## src/rtl/imem_loader_pkg.sv

```systemverilog
// Shared types and constants for the instruction-memory boot loader.
// No logic; no latency; no flow control.
// Imported by imem_loader and imem_loader_csum.
package imem_loader_pkg;

    localparam int         IMEM_DEPTH = 128;
    localparam int         IMEM_AW    = 7;
    localparam logic [7:0] SYNC_BYTE  = 8'hA5;

    typedef enum logic [2:0] {
        S_IDLE,
        S_LEN,
        S_HI,
        S_LO,
        S_WRITE,
        S_CSUM,
        S_DONE,
        S_ERR
    } state_t;

endpackage

```

## src/rtl/imem_loader_csum.sv

```systemverilog
// Running 8-bit sum of frame bytes; sum_zero looks ahead to include the byte on din.
// Accumulator updates one cycle after each accepted byte; sum_zero is combinational.
// No flow control of its own; the loader decides when bytes count.
module imem_loader_csum (
    input  logic       clk,
    input  logic       rst_n,
    input  logic       clr,
    input  logic       acc_en,
    input  logic [7:0] din,
    output logic       sum_zero
);

    logic [7:0] acc;

    always_ff @(posedge clk) begin
        if (!rst_n) begin
            acc <= 8'h00;
        end else if (clr) begin
            acc <= 8'h00;
        end else if (acc_en) begin
            acc <= acc + din;
        end
    end

    // True when the checksum byte currently on din closes the frame to zero.
    assign sum_zero = ((acc + din) == 8'h00);

endmodule

```

## src/rtl/imem_loader.sv

```systemverilog
// Byte-stream boot loader writing 16-bit words into instruction memory; IMEM_LOADER_CHECKSUM_EN adds a trailing checksum byte.
// Write strobe 1 cycle after the low byte is accepted; all outputs registered.
// rx_ready drops for the single WRITE cycle of each word and while in reset.
module imem_loader
    import imem_loader_pkg::*;
(
    input  logic               clk,
    input  logic               rst_n,
    input  logic               rx_valid,
    input  logic [7:0]         rx_data,
    output logic               rx_ready,
    output logic               imem_we,
    output logic [IMEM_AW-1:0] imem_addr,
    output logic [15:0]        imem_wdata,
    output logic               cpu_hold,
    output logic               load_done,
    output logic               load_err,
    output logic [7:0]         word_count
);

    state_t state, next_state;
    logic [7:0] len;
    logic       xfer, start;

    logic               d_rx_ready, d_we, d_hold, d_done, d_err;
    logic [IMEM_AW-1:0] d_addr;
    logic [15:0]        d_wdata;
    logic [7:0]         d_count, d_len;

    assign xfer  = rx_valid && rx_ready;
    assign start = xfer && (rx_data == SYNC_BYTE) &&
                   (state == S_IDLE || state == S_DONE || state == S_ERR);

`ifdef IMEM_LOADER_CHECKSUM_EN
    logic sum_zero;

    imem_loader_csum u_csum (
        .clk      (clk),
        .rst_n    (rst_n),
        .clr      (start),
        .acc_en   (xfer && (state == S_HI || state == S_LO)),
        .din      (rx_data),
        .sum_zero (sum_zero)
    );
`endif

    always_ff @(posedge clk) begin
        if (!rst_n) begin
            state      <= S_IDLE;
            len        <= 8'h00;
            rx_ready   <= 1'b0;
            imem_we    <= 1'b0;
            imem_addr  <= '0;
            imem_wdata <= 16'h0000;
            word_count <= 8'h00;
            load_done  <= 1'b0;
            load_err   <= 1'b0;
            cpu_hold   <= 1'b1;
        end else begin
            state      <= next_state;
            len        <= d_len;
            rx_ready   <= d_rx_ready;
            imem_we    <= d_we;
            imem_addr  <= d_addr;
            imem_wdata <= d_wdata;
            word_count <= d_count;
            load_done  <= d_done;
            load_err   <= d_err;
            cpu_hold   <= d_hold;
        end
    end

    always_comb begin
        next_state = state;
        case (state)
            S_IDLE, S_DONE, S_ERR: if (start) next_state = S_LEN;
            S_LEN: if (xfer) begin
                next_state = (rx_data == 8'h00 || rx_data > 8'(IMEM_DEPTH)) ? S_ERR : S_HI;
            end
            S_HI:  if (xfer) next_state = S_LO;
            S_LO:  if (xfer) next_state = S_WRITE;
            S_WRITE: begin
                // word_count has not yet counted the word being written here.
                if ((word_count + 8'd1) < len) begin
                    next_state = S_HI;
                end else begin
`ifdef IMEM_LOADER_CHECKSUM_EN
                    next_state = S_CSUM;
`else
                    next_state = S_DONE;
`endif
                end
            end
`ifdef IMEM_LOADER_CHECKSUM_EN
            S_CSUM: if (xfer) next_state = sum_zero ? S_DONE : S_ERR;
`endif
            default: next_state = S_IDLE;
        endcase
    end

    always_comb begin
        d_len      = len;
        d_rx_ready = (next_state != S_WRITE);
        d_we       = (next_state == S_WRITE);
        d_addr     = (next_state == S_WRITE) ? word_count[IMEM_AW-1:0] : imem_addr;
        d_wdata    = imem_wdata;
        d_count    = word_count;
        d_done     = load_done;
        d_err      = load_err;
        d_hold     = cpu_hold;

        if (start) begin
            d_count = 8'h00;
            d_done  = 1'b0;
            d_err   = 1'b0;
            d_hold  = 1'b1;
        end
        if (state == S_LEN && xfer) d_len = rx_data;
        if (state == S_HI && xfer)  d_wdata[15:8] = rx_data;
        if (state == S_LO && xfer)  d_wdata[7:0]  = rx_data;
        if (state == S_WRITE)       d_count = word_count + 8'd1;

        if (next_state == S_DONE && state != S_DONE) begin
            d_done = 1'b1;
            d_hold = 1'b0;
        end
        if (next_state == S_ERR && state != S_ERR) begin
            d_err  = 1'b1;
            d_hold = 1'b1;
        end
    end

endmodule

```

## config.mk

```make
export PLATFORM = sky130hd
export DESIGN_NAME = imem_loader
export DESIGN_NICKNAME = d
export VERILOG_FILES = /design/src/rtl/imem_loader_pkg.sv /design/src/rtl/imem_loader_csum.sv /design/src/rtl/imem_loader.sv
export SDC_FILE = /design/constraint.sdc
export NUM_CORES = 1
export LEC_CHECK = 0
export ABC_AREA = 1
export BUFFER_PORTS_ARGS = -buffer_cell sky130_fd_sc_hd__buf_2
export CAP_MARGIN = 25
export CORE_MARGIN = 2
export CORE_UTILIZATION = 45
export CTS_BUF_LIST = sky130_fd_sc_hd__clkbuf_2
export DETAILED_ROUTE_END_ITERATION = 8
export GPL_ROUTABILITY_DRIVEN = 0
export PLACE_DENSITY = 0.68
export SLEW_MARGIN = 5
export SYNTH_ARGS = -nofsm -noshare
export SYNTH_HDL_FRONTEND = slang
export SYNTH_SLANG_ARGS = --single-unit
```

## constraint.sdc

```tcl
create_clock -name clk -period 2.7 [get_ports clk]
set_clock_uncertainty 0.2 [all_clocks]
set_input_delay 0.54 -clock clk [delete_from_list [all_inputs] [get_ports clk]]
set_output_delay 0.54 -clock clk [all_outputs]
set_load 0.01 [all_outputs]
```

==> results.cfg, run 1 <==
[cells_and_area]
diodes = 0
fin_nets = 351
nFillCells = 440
drive_gt1_share_pct = 22.2
multi_input_area_um2 = 992
regArea_um2 = 941
syn2layout_area_growth_pct = 13.8

[worst_setup_path]
arrival_ns = 2.50
crit_fanout = 5
worst-setup-path-type = reg -> reg
crit_path_start_kind = flop
required_ns = 2.88
cp-end-kind = flop

[flow_run]
maxCapViolCount = 0

[clock_network]
cts.sinks = 47
clk_pin_slew_ns = 0.23
h-tree-depth = 2
clock_path_buffers = 2
postCtsHoldBufs = 0
cts_root_buf = clkbuf_2
post_cts_buffers = 0
clk_latency_ns = 0.41
cts_resized = 0
cts_tree = yes
cts-buffers-inserted = 5

[placed_design]
dp_hpwl_um = 3480
io_buffers = 46
place_worst_setup_slack_ns = 0.454

[timing]
period_minus_slack_ns = 2.31
fmax_mhz = 433
finalSetupViolations = 0
tns_ns = 0
hold_violations = 0
worst-slew-pin-transition_ns = 0.625
max_slew_margin_pct = 58.2
rsz0062_at_grt = no
period_share_pct = 85.6
report.final.slew_viol_count = 0
layout_setup_ws_ns = 0.389

[synthesis]
synthCells = 285
synth-seq-cells = 47
synthTopCellsByArea = dfxtp_1, nand2_1, a21oi_1, o21ai_0, inv_1
synth_area_leader_cell = dfxtp_1
seq_area_frac_synth_pct = 44.0
syn_avg_cell_area_um2 = 7.51
yosysTopAreaCellShare_pct = 44.0
synth_fp_nets = 304
yosysWarnings = 0
yosysUniqueCellTypes = 27
synth_area_mm2 = 0.00214

[floorplanning]
io-pin-count = 47
rows = 25
die_h_um = 73.0
core_mm2 = 0.00466
dieArea_mm2 = 0.00532
fp.dieW_um = 73.0
start_util_pct = 45.9

[drt]
first_pass_iters = 4
routed-via-count = 1905
ant_nets = 0
routed_wl_um = 4680
avgRoutedWirePerCell_um = 12.1
drt-initial-drc-count = 134
via_per_inst = 4.92
drcViolationCount = 0

[grt]
grt_util_all_layers_pct = 18.4
grt_overflow = 0
antenna_found_initial = 0
grt_pass1_wl_um = 7470
grt_max_degree = 27
grt_pass1_vias = 1676

[power_and_ir_drop]
leakagePower_nw = 1.17
powerDensity_mw_per_mm2 = 436
ir_drop_uv = 286

[min_path]
hp-class = in -> reg

[run_status]
status = complete, no violations
==> final timing paths <==
kind | startpoint | endpoint | slack (ns) | depth (start not counted)
max | word_count[5] | cpu_hold | 0.39 | 11
min | rx_data[2] | imem_wdata[2] | 0.21 | 3
min reg2reg | imem_addr[2] | imem_addr[2] | 0.26 | 2
max reg2reg | word_count[5] | cpu_hold | 0.39 | 11
==> cell usage after synthesis (all sizes together) <==
library cell and count:
and2 1, clkbuf 3, a21oi 38, a21boi 1, xor2 4, nor2 26
o21a 1, dfxtp 47, nand2 58, o21ai 33, clkinv 1, ha 8
inv 38, nand4 2, nand3 17, buf 5, nor3 2
==> final cells by class <==
| cell class | instances | share of cell area (%) |
|---|---|---|
| multi-input combinational | 191 | 40.8 |
| sequential | 47 | 38.6 |
| clock inverter | 2 | 0.514 |
| tap | 54 | 2.77 |
| clock buffer | 6 | 1.23 |
| timing repair buffer | 48 | 10.1 |
| inverter | 39 | 6.01 |
==> layout by cell type (no fill, tap or decap), drive strengths merged <==
cell type	n
ha	8
a21boi	1
nor3	2
nand3	17
a21oi	38
xor2	4
clkinvlp	1
clkbuf	6
buf	48
nand2	58
clkinv	2
and2	1
inv	38
nand4	2
dfxtp	47
o21ai	33
nor2	26
o21a	1
==> worst max-delay path, cell delays in order, from the launching register on <==
cell and delay, ns:
dfxtp_1 0.44, inv_1 0.10, nor3_1 0.32, nand3_1 0.14
and2_1 0.19, ha_1 0.30, a21oi_1 0.16, o21a_1 0.15
nand2_1 0.06, nand2_1 0.07, o21ai_0 0.09, nand2_1 0.06
==> routing by layer <==
metal	share of wire (%)	routed length (um)	GRT usage, %	vias up
met2	45	2090	29.3	41
met5	0	0	0	-
met3	4.3	200	4.83	8
met4	1.8	82	7.41	0
met1	49	2300	23.8	841
li1	-	-	-	1015
==> report_power, final <==
part           internal [mW]  total, mW  switching (mW)
combinational         0.0198     0.0627          0.0429
sequential             0.700      0.704         0.00341
clock                 0.0659      0.295           0.229
==> sequential cells by signal (all words and copies together), names as in the netlist <==
name and cells:
cpu_hold 1, len 8, imem_wdata 16, rx_ready 1
load_done 1, state 3, imem_addr 7, word_count 8
imem_we 1, load_err 1
==> metrics by stage <==
stage	util, %	cell area (um2)	hold slack [ns]	cells	power (mW)
after detailed placement	51.3	2390	0.234	379	0.780
after global routing	52.2	2430	0.186	387	1.11
after global placement	51.3	2390	0.231	379	0.779
after CTS	52.2	2430	0.195	387	1.07
after floorplan	-	2140	0.235	285	0.756
final	52.2	2430	0.206	387	1.06
==> cell families (layout without fill, tap and decap cells) <==
group | after synthesis | after routing | share of synthesized area (%)
AO/OA/AOI/OAI | 73 | 73 | 18.2
flip-flops | 47 | 47 | 44.0
adder cells (fa/ha/maj) | 8 | 8 | 4.68
buffers and inverters | 47 | 95 | 9.65
XOR/XNOR | 4 | 4 | 1.64
AND/OR/NAND/NOR | 106 | 106 | 21.9
(Power assumes the default switching activity.)
==> run 2: changes to the inputs <==
CORE_UTILIZATION = 56   (was 45)
PLACE_DENSITY = 0.82   (was 0.68)
==> results.cfg, run 2 (synthesized netlist as in run 1, its figures left out) <==
[floorplanning]
dieArea_mm2 = 0.00433
start_util_pct = 58.4
rows = 22
io-pin-count = 47
core_mm2 = 0.00366
fp.dieW_um = 65.8
die_h_um = 65.8

[worst_setup_path]
crit_fanout = 7
crit_buf_inv = 0
path_cells = ha_1, nand3_1, nor2_1, nand2_1, xor2_1, ha_1, nand2_1, o21a_1, nand2_1, nand2_1, o21ai_0, nand2_1
cp_slowest_cell = dfxtp_1
arrival_ns = 2.42
cpMostUsedCell = nand2_1
cpPeakStageDelay_ns = 0.51
crit_cells = 12
cp_top_family = simple AND/OR/NAND/NOR gates
worst-setup-path-type = reg -> reg
required_ns = 2.83
cp-end-kind = flop
crit_path_start_kind = flop
reg2regPathDepth = 12

[placed_design]
dp_hpwl_um = 3450
dpl_cell_area_mm2 = 0.00239
place_worst_setup_slack_ns = 0.489
io_buffers = 46

[timing]
report.final.slew_viol_count = 0
layout_setup_ws_ns = 0.412
worst-slew-pin-transition_ns = 0.521
fmax_mhz = 437
rsz0062_at_grt = no
max_slew_margin_pct = 65.2
period_minus_slack_ns = 2.29
period_share_pct = 84.7
hold_violations = 0
tns_ns = 0
finalSetupViolations = 0

[power_and_ir_drop]
powerDensity_mw_per_mm2 = 433
total_power_mw = 1.05
leakagePower_nw = 1.18
ir_drop_uv = 229

[clock_network]
cts_root_buf = clkbuf_2
clock_path_buffers = 2
post_cts_buffers = 0
cts_tree = yes
cts_resized = 0
postCtsHoldBufs = 0
cts-buffers-inserted = 5
h-tree-depth = 2
cts.sinks = 47
clk_latency_ns = 0.43
clk_pin_slew_ns = 0.24

[cells_and_area]
largestRegisters = imem_wdata: 16 flops, len: 8 flops, word_count: 8 flops
diodes = 0
regMostFlops = imem_wdata
final_area_mm2 = 0.00243
fin_nets = 352
layout_commonest_cell = nand2_1
drive_gt1_share_pct = 22.5
syn2layout_area_growth_pct = 13.7
utilization_pct = 66.4
largest_register_ffs = 16
mostFrequentLayoutCells = nand2_1, dfxtp_1, buf_2

[grt]
grt-busiest-layer = met2
antenna_found_initial = 0
grt_overflow = 0
grt_pass1_vias = 1727
grt_pass1_wl_um = 8020
grt_util_all_layers_pct = 23.8
met1_usage_pct = 32.3
grtUsageMet2_pct = 37.0
met3_usage_pct = 5.96
grt_max_degree = 27

[drt]
drt-initial-drc-count = 147
first_pass_iters = 4
ant_nets = 0
routed_wl_um = 4600
via_per_inst = 5.12
avgRoutedWirePerCell_um = 12.0
drcViolationCount = 0
routed-via-count = 1954

[flow_run]
maxCapViolCount = 0

[min_path]
hp-class = in -> reg
hold_depth = 3

[run_status]
status = complete, no violations
run 2: power by group:
group | leakage, nW | switching, mW | internal [mW]
Sequential | 0.379 | 0.00349 | 0.700
Clock | 0.0330 | 0.216 | 0.0706
Combinational | 0.772 | 0.0430 | 0.0200
Total | 1.18 | 0.263 | 0.791
run 2: path summary, 6_finish.rpt:
| path | start | to | slack, ns |
|---|---|---|---|
| worst max register to register | word_count[0] | cpu_hold | 0.41 |
| worst min register to register | imem_addr[2] | imem_addr[2] | 0.27 |
| worst max-delay path | word_count[0] | cpu_hold | 0.41 |
| worst min-delay path | rx_data[3] | len[3] | 0.21 |
run 2: cell type report:
cell class | instances | area, um2
tap | 48 | 60.1
timing repair buffer | 49 | 253
fill | 333 | 1230
inverter | 39 | 146
sequential | 47 | 941
clock inverter | 1 | 5.00
clock buffer | 7 | 35.0
multi-input combinational | 191 | 992
run 2: stage by stage:
step / std cells / hold slack (ns)
finish: 382 / 0.213
detailed placement: 374 / 0.243
CTS: 382 / 0.196
global route: 382 / 0.201
global placement: 374 / 0.232
floorplan: 285 / 0.235
run 2: worst register-to-register path: stages (launching register included):
cell and delay, ns:
dfxtp_1 0.51, ha_1 0.22, nand3_1 0.12, nor2_1 0.11, nand2_1 0.07, xor2_1 0.16, ha_1 0.28, nand2_1 0.06
o21a_1 0.20, nand2_1 0.07, nand2_1 0.06, o21ai_0 0.08, nand2_1 0.07
run 2: per-layer routing:
layer	up-vias	routed length, um	part of all wire [%]
met5	-	0	0
met4	0	53	1.2
met3	6	295	6.4
met2	54	2120	46
met1	878	2130	46
li1	1016	-	-
==> run 3: changes to the inputs <==
clock period = 2.3 ns   (was 2.7 ns; I/O delays follow)
==> results.cfg, run 3 (synthesized netlist as in run 1, its figures left out) <==
[run_status]
status = complete, no violations

[timing]
period_minus_slack_ns = 2.14
worst-slew-pin-transition_ns = 0.536
max_slew_margin_pct = 64.2
finalSetupViolations = 0
hold_violations = 0
period_share_pct = 93.2
fmax_mhz = 466
layout_setup_ws_ns = 0.155
report.final.slew_viol_count = 0

[floorplanning]
rows = 22
io-pin-count = 47
fp.dieW_um = 65.8
core_mm2 = 0.00366
die_h_um = 65.8
start_util_pct = 58.4
dieArea_mm2 = 0.00433

[power_and_ir_drop]
combPwrFrac_pct = 6.1
clkPwrFrac_pct = 25.8
leakagePower_nw = 1.19
total_power_mw = 1.21
powerDensity_mw_per_mm2 = 493
ir_drop_uv = 292
swShare_pct = 24.5
p_int_uw = 914
power_frac_seq_pct = 68.2
power_switching_uw = 297

[drt]
via_per_inst = 5.01
met3_length_um = 273
drt-initial-drc-count = 87
wl_met1_um = 2120
met2_length_um = 2040
first_pass_iters = 4
avgRoutedWirePerCell_um = 11.8
ant_nets = 0
highest_layer = met4
drcViolationCount = 0
routed_wl_um = 4510
routed-via-count = 1917

[clock_network]
cts.sinks = 47
clk_latency_ns = 0.42
postCtsHoldBufs = 0
h-tree-depth = 2
clock_path_buffers = 2
cts-buffers-inserted = 5
cts_root_buf = clkbuf_2
clk_pin_slew_ns = 0.21
cts_tree = yes

[cells_and_area]
largestRegisters = imem_wdata: 16 flops, len: 8 flops, word_count: 8 flops
regMostFlops = imem_wdata
layout_commonest_cell = nand2_1
mostFrequentLayoutCells = nand2_1, buf_2, dfxtp_1
fin_cells = 383
largest_register_ffs = 16
fin_nets = 355
diodes = 0
syn2layout_area_growth_pct = 14.7
drive_gt1_share_pct = 23.9

[placed_design]
dp_hpwl_um = 3320
io_buffers = 46
place_worst_setup_slack_ns = 0.135
placedCellCount = 377

[worst_setup_path]
cpPeakStageDelay_ns = 0.44
reg2regPathDepth = 11
cpMostUsedCell = nand2_1
cp_slowest_cell = dfxtp_1
crit_buf_inv = 1
crit_fanout = 4
reg2reg_from = word_count[2]
crit_start = word_count[2]
crit_cells = 11
crit_path_start_kind = flop
required_ns = 2.47
cp-end-kind = flop
arrival_ns = 2.32
worst-setup-path-type = reg -> reg
cp_top_family = simple AND/OR/NAND/NOR gates
r2r_end = cpu_hold
rrSetupSlack_ns = 0.16
path_cells = nand3_1, inv_1, nand3_1, and2_1, ha_1, a21oi_1, o21a_1, nand2_1, nand2_1, o21ai_0, nand2_1

[grt]
antenna_found_initial = 0
grt_overflow = 0
grt_pass1_wl_um = 7650
grt_max_degree = 27
grt_pass1_vias = 1743
grt_util_all_layers_pct = 23.1

[min_path]
worstHoldStart = rx_data[2]
hold_depth = 3
hp-class = in -> reg
min_to = imem_wdata[2]

[flow_run]
maxCapViolCount = 0
==> run 3: final cells by class <==
type                            instances  area [um2]
Fill cell                             322        1210
Multi-Input combinational cell        191         997
Sequential cell                        47         945
Timing Repair Buffer                   52         275
Inverter                               39         146
Tap cell                               48        60.1
Clock buffer                            6        30.0
==> run 3: metrics by stage <==
step | setup TNS, ns | instance area (um2) | util [%] | hold WS (ns)
after detailed placement | 0 | 2410 | 66.0 | 0.234
after floorplan | 0 | 2140 | - | 0.235
after global routing | -0.0178 | 2450 | 67.0 | 0.113
after global placement | 0 | 2410 | 66.0 | 0.231
after CTS | 0 | 2440 | 66.8 | 0.102
final | 0 | 2450 | 67.0 | 0.121
==> run 3: power groups by stage <==
stage | Combinational (mW) | Clock, mW | Sequential (mW)
floorplan | 0.0452 | 0 | 0.842
global placement | 0.0727 | 0 | 0.841
detailed placement | 0.0736 | 0 | 0.841
CTS | 0.0738 | 0.319 | 0.825
global route | 0.0830 | 0.353 | 0.827
finish | 0.0735 | 0.312 | 0.825
==> run 3: how the worst max path moves through the flow <==
stage                      to  slack (ns)
CTS                  cpu_hold        0.11
global route         cpu_hold       -0.02
global placement     cpu_hold        0.23
finish               cpu_hold        0.16
detailed placement  load_done        0.13
floorplan            cpu_hold        0.19
==> run 3: what timing repair did <==
action / in CTS / in global routing
setup endpoints to repair: 0 / 3
buffers inserted: 0 / 0
resized for setup: 0 / 4
==> run 3: tightest hold or removal path: stages <==
cell and delay, ns:
buf_2 0.13, nor2_1 0.06, nor2_1 0.08
==> run 3: metal layers <==
metal  up-vias  track usage, %
met5         -               0
met4         0            9.90
met3         7            5.11
met2        60            38.4
met1       835            28.6
li1       1015               -
